$ cat config.mk
export PLATFORM = sky130hd
export DESIGN_NAME = sata_pattern_gen
export DESIGN_NICKNAME = d
export VERILOG_FILES = /design/src/rtl/sata_dout_pattern_checker_pkg.sv /design/src/rtl/sata_dout_pattern_checker_pattern_gen.sv
export SDC_FILE = /design/constraint.sdc
export NUM_CORES = 1
export LEC_CHECK = 0
export CAP_MARGIN = 20
export CELL_PAD_IN_SITES_DETAIL_PLACEMENT = 2
export CELL_PAD_IN_SITES_GLOBAL_PLACEMENT = 2
export CORE_MARGIN = 10
export CORE_UTILIZATION = 26
export DETAILED_ROUTE_END_ITERATION = 8
export GPL_TIMING_DRIVEN = 0
export PLACE_DENSITY_LB_ADDON = 0.25
export SETUP_SLACK_MARGIN = 0.15
export SLEW_MARGIN = 20
export SYNTH_ARGS = -nofsm -noshare
export SYNTH_HDL_FRONTEND = slang
export SYNTH_SLANG_ARGS = --single-unit
$ cat constraint.sdc
create_clock -name clk -period 1.95 [get_ports clk]
set_input_delay 0.585 -clock clk [delete_from_list [all_inputs] [get_ports clk]]
set_output_delay 0.585 -clock clk [all_outputs]
set_load 0.005 [all_outputs]
$ cat src/rtl/sata_dout_pattern_checker_pkg.sv
// Shared FSM encodings and pattern constants for the user_dout pattern checker.
// The LFSR helpers are only referenced when PATTERN_LFSR_EN is defined.
package sata_dout_pattern_checker_pkg;

    typedef enum logic [1:0] {
        PCHK_IDLE  = 2'd0,
        PCHK_CLAIM = 2'd1,
        PCHK_READ  = 2'd2,
        PCHK_DRAIN = 2'd3
    } pchk_state_t;

    localparam logic [31:0] PATTERN_LFSR_POLY = 32'h80200003;

    // LSB set: fold in the polynomial (which also clears the LSB); otherwise shift right.
    function automatic logic [31:0] lfsr_step(input logic [31:0] v);
        return v[0] ? (v ^ PATTERN_LFSR_POLY) : (v >> 1);
    endfunction

    // An all-zero LFSR state would lock up, so a zero seed is promoted to 1.
    function automatic logic [31:0] lfsr_seed(input logic [31:0] s);
        return (s == '0) ? 32'h0000_0001 : s;
    endfunction

endpackage

$ cat src/rtl/sata_dout_pattern_checker_pattern_gen.sv
// Expected-word source shared by the read-path checker and the write-path source.
// Incrementing counter by default; 32-bit Galois LFSR when PATTERN_LFSR_EN is defined.
module sata_pattern_gen
    import sata_dout_pattern_checker_pkg::*;
#(
    parameter logic [31:0] SEED = 32'h0000_0000
) (
    input  logic        clk,
    input  logic        rst,
    input  logic        clear,
    input  logic        advance,
    output logic [31:0] value
);

`ifdef PATTERN_LFSR_EN
    localparam logic [31:0] START = lfsr_seed(SEED);
`else
    localparam logic [31:0] START = SEED;
`endif

    logic [31:0] next_value;

    always_comb begin
`ifdef PATTERN_LFSR_EN
        next_value = lfsr_step(value);
`else
        next_value = value + 32'd1;
`endif
    end

    always_ff @(posedge clk) begin
        if (!rst || clear) begin
            value <= START;
        end else if (advance) begin
            value <= next_value;
        end
    end

endmodule

==> results.md, run 1 <==
* Run status: complete, no violations
* DR DRC count at 0
* Hold Crit Class: reg -> reg
* TNS Setup at 0 ps
* Sequential fraction of the synthesis area at 40.0%
* Vias at 1,604
* PD cells at 483 mW/mm^2
* Yosys top cell area share at 40.0%
* Post-synthesis cell type count at 29
* Final setup vio count at 0
* Syn. warnings at 0
* Filler cells at 642
* Die area at 0.00971 mm^2
* Critical path buffers and inverters at 1
* Multi-input logic area at 0.00104 mm^2
* Area Growth Syn to Fin at 58.0%
* Hold buffers post-CTS at 0
* I/O pin count at 36
* Global route total overflow at 0
* MaxCap Viol Count at 0
* Total CTS buffers at 5
* Initial Utilization at 26.9%
* CTS tree: built
* EDFF count, synth at 0
* Top reg by flops: value
* Tot GR Track Use at 11.0%
* Synth cell count leaders: 32 x dfxtp_1, 24 x nand2_1, 13 x a21oi_1, 11 x nand3_1, 11 x nor2_1
* Vias in the first global route at 1,699
* Crit path DAT at 1960 ps
* Worst skew pair latency at 290 ps
* Sequential cell area at 713 um^2
* Die width at 98.5 um
* Syn Inst Count at 184
* Die H at 98.5 um
* Biggest regs: value (32)
* Worst Setup End Kind: register
* Initial antenna violation count at 0
* Static Leak at 1.04 nW
* Maximum fanout along the worst path at 6
* Clock buffer depth at 2
* Layout cells sized above 1 at 32.6%
* Async S/R FF share, synth at 0%
* DR vias/cell at 5.11
* CTS root buf: clkbuf_8
* Largest register FFs at 32
* Top post-synthesis cells by area: dfxtp_1 40%, mux2i_1 5.6%, nand2_1 5.6%
* Unrepaired setup endpoints after global routing: yes
* Drt first pass iters at 4
* Critical-path top delay cell: or4_4
* Pin count of the biggest net entering global routing at 11
* Delay-heaviest family, CP: simple AND/OR/NAND/NOR gates
* 1st-iter DRT viols at 37
* Hold Fails Final Rpt at 0
* CTS Sinks at 32
* Average cell area after synthesis at 8.71 um^2
* Core Box Area at 0.00596 mm^2
* First-pass GRT wire length at 8940 um
* Count of state elements after synthesis at 32
* Gpl congestion at 0.699
* Crit path time final at 1790 ps
* Routed Antenna Nets at 0
* Post-DP HPWL at 3610 um
* Pins Over Slew Limit at 0
* Final nets at 243
* Clk_skew at 11.8 ps
* Worst Max-Slew Pin Slew at 361 ps
* Site Rows at 28
* Final setup margin at 160 ps
* Cell area after synthesis at 0.00160 mm^2
* Peak supply drop at 0.326 mV
* Most common cell in the netlist: dfxtp_1
* Syn nets at 189
* PortBufs at 34
* Max incr delay on CP at 580 ps
* WL/cell at 17.1 um
* Max Clk Rate at 559 MHz
* CP Class: reg -> reg
* H-tree Lvls at 2
* Startpoint Class: register
* Tcrit/Tclk final at 91.8%
* Worst EP required at 2120 ps
* CP cell instances: nand3_4, or4_4, bufbuf_16, o31ai_1, a21oi_1
* CTS clk-pin slew, worst paths at 80 ps
* Antenna cells at 0
* Main flop type after synthesis: dfxtp_1
* Post-Place Setup Slack at -351 ps
* Relative slew slack at 75.7%
* Post-Route WL at 5380 um
* Yosys top cell by area: dfxtp_1
path summary, 6_finish.rpt:
kind / slack, ps / startpoint / endpoint / depth (start not counted)
max reg2reg: 160 / value[11] / value[23] / 5
min: 480 / value[31] / value[31] / 2
min reg2reg: 480 / value[31] / value[31] / 2
max: 160 / value[11] / value[23] / 5
metrics by stage:
stage	cells	hold WS, ps	total power [W]	util (%)	area (um^2)
2_1_floorplan	184	459	0.000696	-	1680
3_3_place_gp	293	461	0.000713	35.5	2120
3_5_place_dp	293	471	0.000714	35.5	2120
4_1_cts	307	482	0.00125	40.3	2400
5_1_grt	314	501	0.00128	42.5	2530
6_report	314	476	0.00122	42.5	2530
worst reg2reg max path: cells and delay by family (launching register included):
family	cells	cell delay (ps)
DFF	1	380
AOI/OAI and AO/OA	2	340
buffers and inverters	1	300
and+or+nand+nor	2	670
layer usage:
layer | global-route usage (%) | up-vias | wire length [um]
met4 | 2.98 | 0 | 48
met2 | 18.4 | 24 | 2680
met3 | 3.70 | 7 | 281
met1 | 13.0 | 797 | 2370
li1 | - | 776 | -
met5 | 0 | - | 0
cells by family after synthesis:
| logic type | after synthesis | share of synthesized area (%) |
|---|---|---|
| AND/OR/NAND/NOR | 94 | 35.4 |
| flip-flops | 32 | 40.0 |
| AO/OA/AOI/OAI | 25 | 9.06 |
| buffers and inverters | 13 | 3.67 |
| XOR/XNOR | 10 | 5.46 |
| multiplexers | 9 | 5.62 |
| adder cells (fa/ha/maj) | 1 | 0.781 |
report_power, final:
group	internal, W	switching [W]	total (W)
clock	0.000288	0.000252	0.000540
sequential	0.000636	0.00000262	0.000639
combinational	0.0000196	0.0000256	0.0000452
total	0.000944	0.000280	0.00122
timing repair:
item / in CTS / in global routing
gates resized for setup: 46 / 31
gates cloned: 1 / 0
setup buffers: 5 / 7
pin swaps: 1 / 7
endpoints found under the setup margin: 52 / 39
cells in the final DEF (no fill, tap or decap), types with 4 or more instances in the layout:
cell	synthesis	routed
inv_1	4	4
dlymetal6s2s_1	0	10
nand2b_1	9	9
o21ai_0	4	4
xnor2_1	5	5
nand2_1	24	24
o31ai_1	8	7
a21oi_1	13	12
clkbuf_8	0	7
dfxtp_2	0	16
nor2_1	11	11
nor4_4	0	7
nand3_1	11	8
dfxtp_4	0	14
mux2i_1	9	9
clkdlybuf4s50_1	0	24
or4_1	8	7
xor2_1	5	5
buf_4	0	12
or3_1	5	4
area by class of cell:
type	instances	area share, %
Tap cell	75	3.71
Multi-Input combinational cell	139	41.0
Buffer	9	3.71
Sequential cell	32	28.2
Inverter	4	0.593
Clock buffer	8	3.56
Timing Repair Buffer	47	19.3
No activity file was read; power rests on OpenSTA's default activity.
==> run 2, diff against run 1 <==
--- a/config.mk
+++ b/config.mk
@@ -9,8 +9,10 @@
 export CELL_PAD_IN_SITES_DETAIL_PLACEMENT = 2
 export CELL_PAD_IN_SITES_GLOBAL_PLACEMENT = 2
 export CORE_MARGIN = 10
-export CORE_UTILIZATION = 26
+export CORE_UTILIZATION = 33
+export CTS_CLUSTER_SIZE = 12
 export DETAILED_ROUTE_END_ITERATION = 8
+export DONT_BUFFER_PORTS = 1
 export GPL_TIMING_DRIVEN = 0
 export PLACE_DENSITY_LB_ADDON = 0.25
 export SETUP_SLACK_MARGIN = 0.15
==> run 2 against run 1 <==
Cell count down 16%. Utilization increased by 3.2 points. Clock power increased by 18%. Design area fell by 15%. Non-clock buffer count decreased by 42. First-iteration DRC count up 19%. Wire length rose by 5.9%. Critical endpoint is now value[21]. Critical path depth decreased by 1. Combinational power fell by 22%. Die area down 17%. Flip-flop and latch count stayed put.
==> results.md, run 2 (synthesis gave the netlist of run 1 again) <==
* PortBufs at 0 (-100%)
* CTS Sinks at 32 (unchanged)
* Pin count of the biggest net entering global routing at 11 (unchanged)
* Psw at 0.000284 W (+1.3%)
* Maximum fanout along the worst path at 6 (unchanged)
* Internal Power at 0.00103 W (+9.1%)
* Hold Slack at 509 ps (+32.5 ps)
* Final setup margin at 108 ps (-52.4 ps)
* Drt first pass iters at 4 (unchanged)
* Vias at 1,480 (-7.7%)
* Global route total overflow at 0 (unchanged)
* Startpoint Class: register
* Met2 WL at 3060 um (+14%)
* Clock buffer depth at 2 (unchanged)
* Combinational share of power at 2.7% (-1.0 points)
* Flop2flop setup slack at 110 ps (-50 ps)
* H-tree Lvls at 2 (unchanged)
* Vias in the first global route at 1,679 (-1.2%)
* Crit path DAT at 2060 ps (+100 ps)
* Max incr delay on CP at 630 ps (+50 ps)
* Placed Cells incl. Taps at 251 (-14%)
* Worst hold path depth at 2 (unchanged)
* DR vias/cell at 5.61 (+9.7%)
* Critical R2R Capture: value[21]
* Reg2Reg Depth at 4 (-1)
* Met3 Wirelength at 469 um (+67%)
* Most used cell, CP: or4_4
* Tcrit/Tclk final at 94.5% (+2.7 points)
* Unrepaired setup endpoints after global routing: yes
* Critical-path top delay cell: or4_4
* Post-DP HPWL at 3730 um (+3.2%)
* Peak supply drop at 0.243 mV (-26%)
* Hold Crit Class: reg -> reg
* Top sig layer: met4
* Crit path time final at 1840 ps (+52.4 ps)
* Final nets at 201 (-17%)
* Die width at 89.7 um (-9.0%)
* CP Class: reg -> reg
* Worst EP required at 2170 ps (+50 ps)
* M1 WL at 2090 um (-12%)
* Biggest regs: value (32)
* CP cell instances: nand3_2, or4_4, or4_4, a21oi_2
* Worst Setup End Kind: register
* Worst skew pair latency at 290 ps (about the same)
* Hold buffers post-CTS at 0 (unchanged)
* Most frequent cells in the layout: 24 x nand2_1, 12 x dfxtp_4, 11 x nor2_1, 11 x dfxtp_1
* Area Growth Syn to Fin at 34.8%
* Hold endpoint: value[30]
* CTS clk-pin slew, worst paths at 70 ps (about the same)
* Post-Route WL at 5690 um (+5.9%)
* Clk network pwr share at 48.4% (+4.3 points)
* Initial antenna violation count at 0 (unchanged)
* Register share of total power at 48.9% (-3.3 points)
* Hold Crit Start: value[30]
* Initial Utilization at 33.9% (+7.0 points)
* Total CTS buffers at 5 (unchanged)
* Site Rows at 25 (-11%)
* CTS tree: built
* CTS root buf: clkbuf_8
* Sw Ratio at 21.6% (-1.3 points)
* Max Clk Rate at 543 MHz (-2.8%)
* Top reg by flops: value
* I/O pin count at 36 (unchanged)
* Post-Place Setup Slack at -256 ps (+95.6 ps)
* Critical path buffers and inverters at 0 (-1)
* Gpl congestion at 0.796 (+14%)
* Run status: complete, no violations
* Clk_skew at 8.17 ps (-3.67 ps)
* PD cells at 608 mW/mm^2 (+26%)
* Commonest non-fill, non-tap cell in the layout: nand2_1
* First-pass GRT wire length at 9240 um (+3.4%)
* Layout cells sized above 1 at 35.5% (+2.9 points)
* Routed Antenna Nets at 0 (unchanged)
* DR DRC count at 0 (unchanged)
* Relative slew slack at 58.1% (-18 points)
* Static Leak at 0.713 nW (-31%)
* Hold Fails Final Rpt at 0 (unchanged)
* Fin cells at 264 (-16%)
* Critical R2R Launch: value[10]
* Overall power at 0.00131 W (+7.3%)
* Final setup vio count at 0 (unchanged)
* Pins Over Slew Limit at 0 (unchanged)
* Antenna cells at 0 (unchanged)
* WL/cell at 21.6 um (+26%)
* Worst Max-Slew Pin Slew at 628 ps (+266 ps)
* Die area at 0.00804 mm^2 (-17%)
* Delay-heaviest family, CP: simple AND/OR/NAND/NOR gates
* Die H at 89.7 um (-9.0%)
* Tot GR Track Use at 14.9% (+3.9 points)
* Core Box Area at 0.00472 mm^2 (-21%)
* MaxCap Viol Count at 0 (unchanged)
* 1st-iter DRT viols at 44 (+19%)
* Largest register FFs at 32 (unchanged)
==> run 2: cell types whose count changed in the layout (fill, tap and decap cells not counted), moves of 3 or more <==
cell | before | now
dlymetal6s2s_1 | 10 | 0
dfxtp_1 | 2 | 11
clkdlybuf4s50_1 | 24 | 0
buf_4 | 12 | 4
a21oi_1 | 12 | 7
o31ai_2 | 1 | 4
o31ai_1 | 7 | 3
dfxtp_2 | 16 | 9
a21oi_2 | 1 | 6
==> run 2: final cells by class <==
class | count | area, um^2
Clock inverter | 2 | 35.0
Tap cell | 67 | 83.8
Buffer | 9 | 97.6
Timing Repair Buffer | 5 | 57.6
Fill cell | 493 | 2560
Multi-Input combinational cell | 139 | 1100
Clock buffer | 6 | 72.6
Inverter | 4 | 15.0
Sequential cell | 32 | 697
==> run 2: worst reg2reg max path, cell delays in order (launching register included) <==
cell and delay [ps]:
dfxtp_4 380, nand3_2 80, or4_4 630, or4_4 550
a21oi_2 140
==> run 2: worst max-delay path by stage <==
stage / startpoint / endpoint / cells past startpoint
4_1_cts: value[12] / value[17] / 5
2_1_floorplan: value[16] / value[23] / 4
6_report: value[10] / value[21] / 4
5_1_grt: value[12] / value[29] / 6
3_3_place_gp: value[16] / value[23] / 4
3_5_place_dp: value[17] / value[23] / 4
==> run 2: power groups by stage <==
stage | logic (W) | clock network, W | registers (W)
6_report | 0.0000351 | 0.000636 | 0.000642
3_5_place_dp | 0.0000337 | 0 | 0.000672
2_1_floorplan | 0.0000250 | 0 | 0.000671
4_1_cts | 0.0000346 | 0.000656 | 0.000646
3_3_place_gp | 0.0000313 | 0 | 0.000672
5_1_grt | 0.0000406 | 0.000696 | 0.000643
==> run 2: routing by layer <==
layer  vias up  global-route usage [%]
met4         0                    3.90
met5         -                       0
met1       736                    15.3
met3         9                    5.96
li1        695                       -
met2        40                    27.3
==> run 2: through the flow <==
step	cell area (um^2)	TNS (ps)	utilization, %
after global placement	1770	-649	37.4
after global routing	2160	0	45.7
after floorplan	1680	0	-
after detailed placement	1770	-1430	37.4
final	2160	0	45.7
after CTS	2100	0	44.5
==> run 2: what timing repair did <==
action,CTS,global route
resized for setup,51,14
buffers inserted,2,2
gates cloned,1,0
pin swaps,4,7
endpoints found under the setup margin,18,16
hold endpoints to repair,0,0
==> run 3, diff against run 2 <==
--- a/config.mk
+++ b/config.mk
@@ -5,6 +5,7 @@
 export SDC_FILE = /design/constraint.sdc
 export NUM_CORES = 1
 export LEC_CHECK = 0
+export ABC_CLOCK_PERIOD_IN_PS = 1950
 export CAP_MARGIN = 20
 export CELL_PAD_IN_SITES_DETAIL_PLACEMENT = 2
 export CELL_PAD_IN_SITES_GLOBAL_PLACEMENT = 2
==> results of run 3 <==
The final DEF is identical to that of run 2; final timing and power are the same.
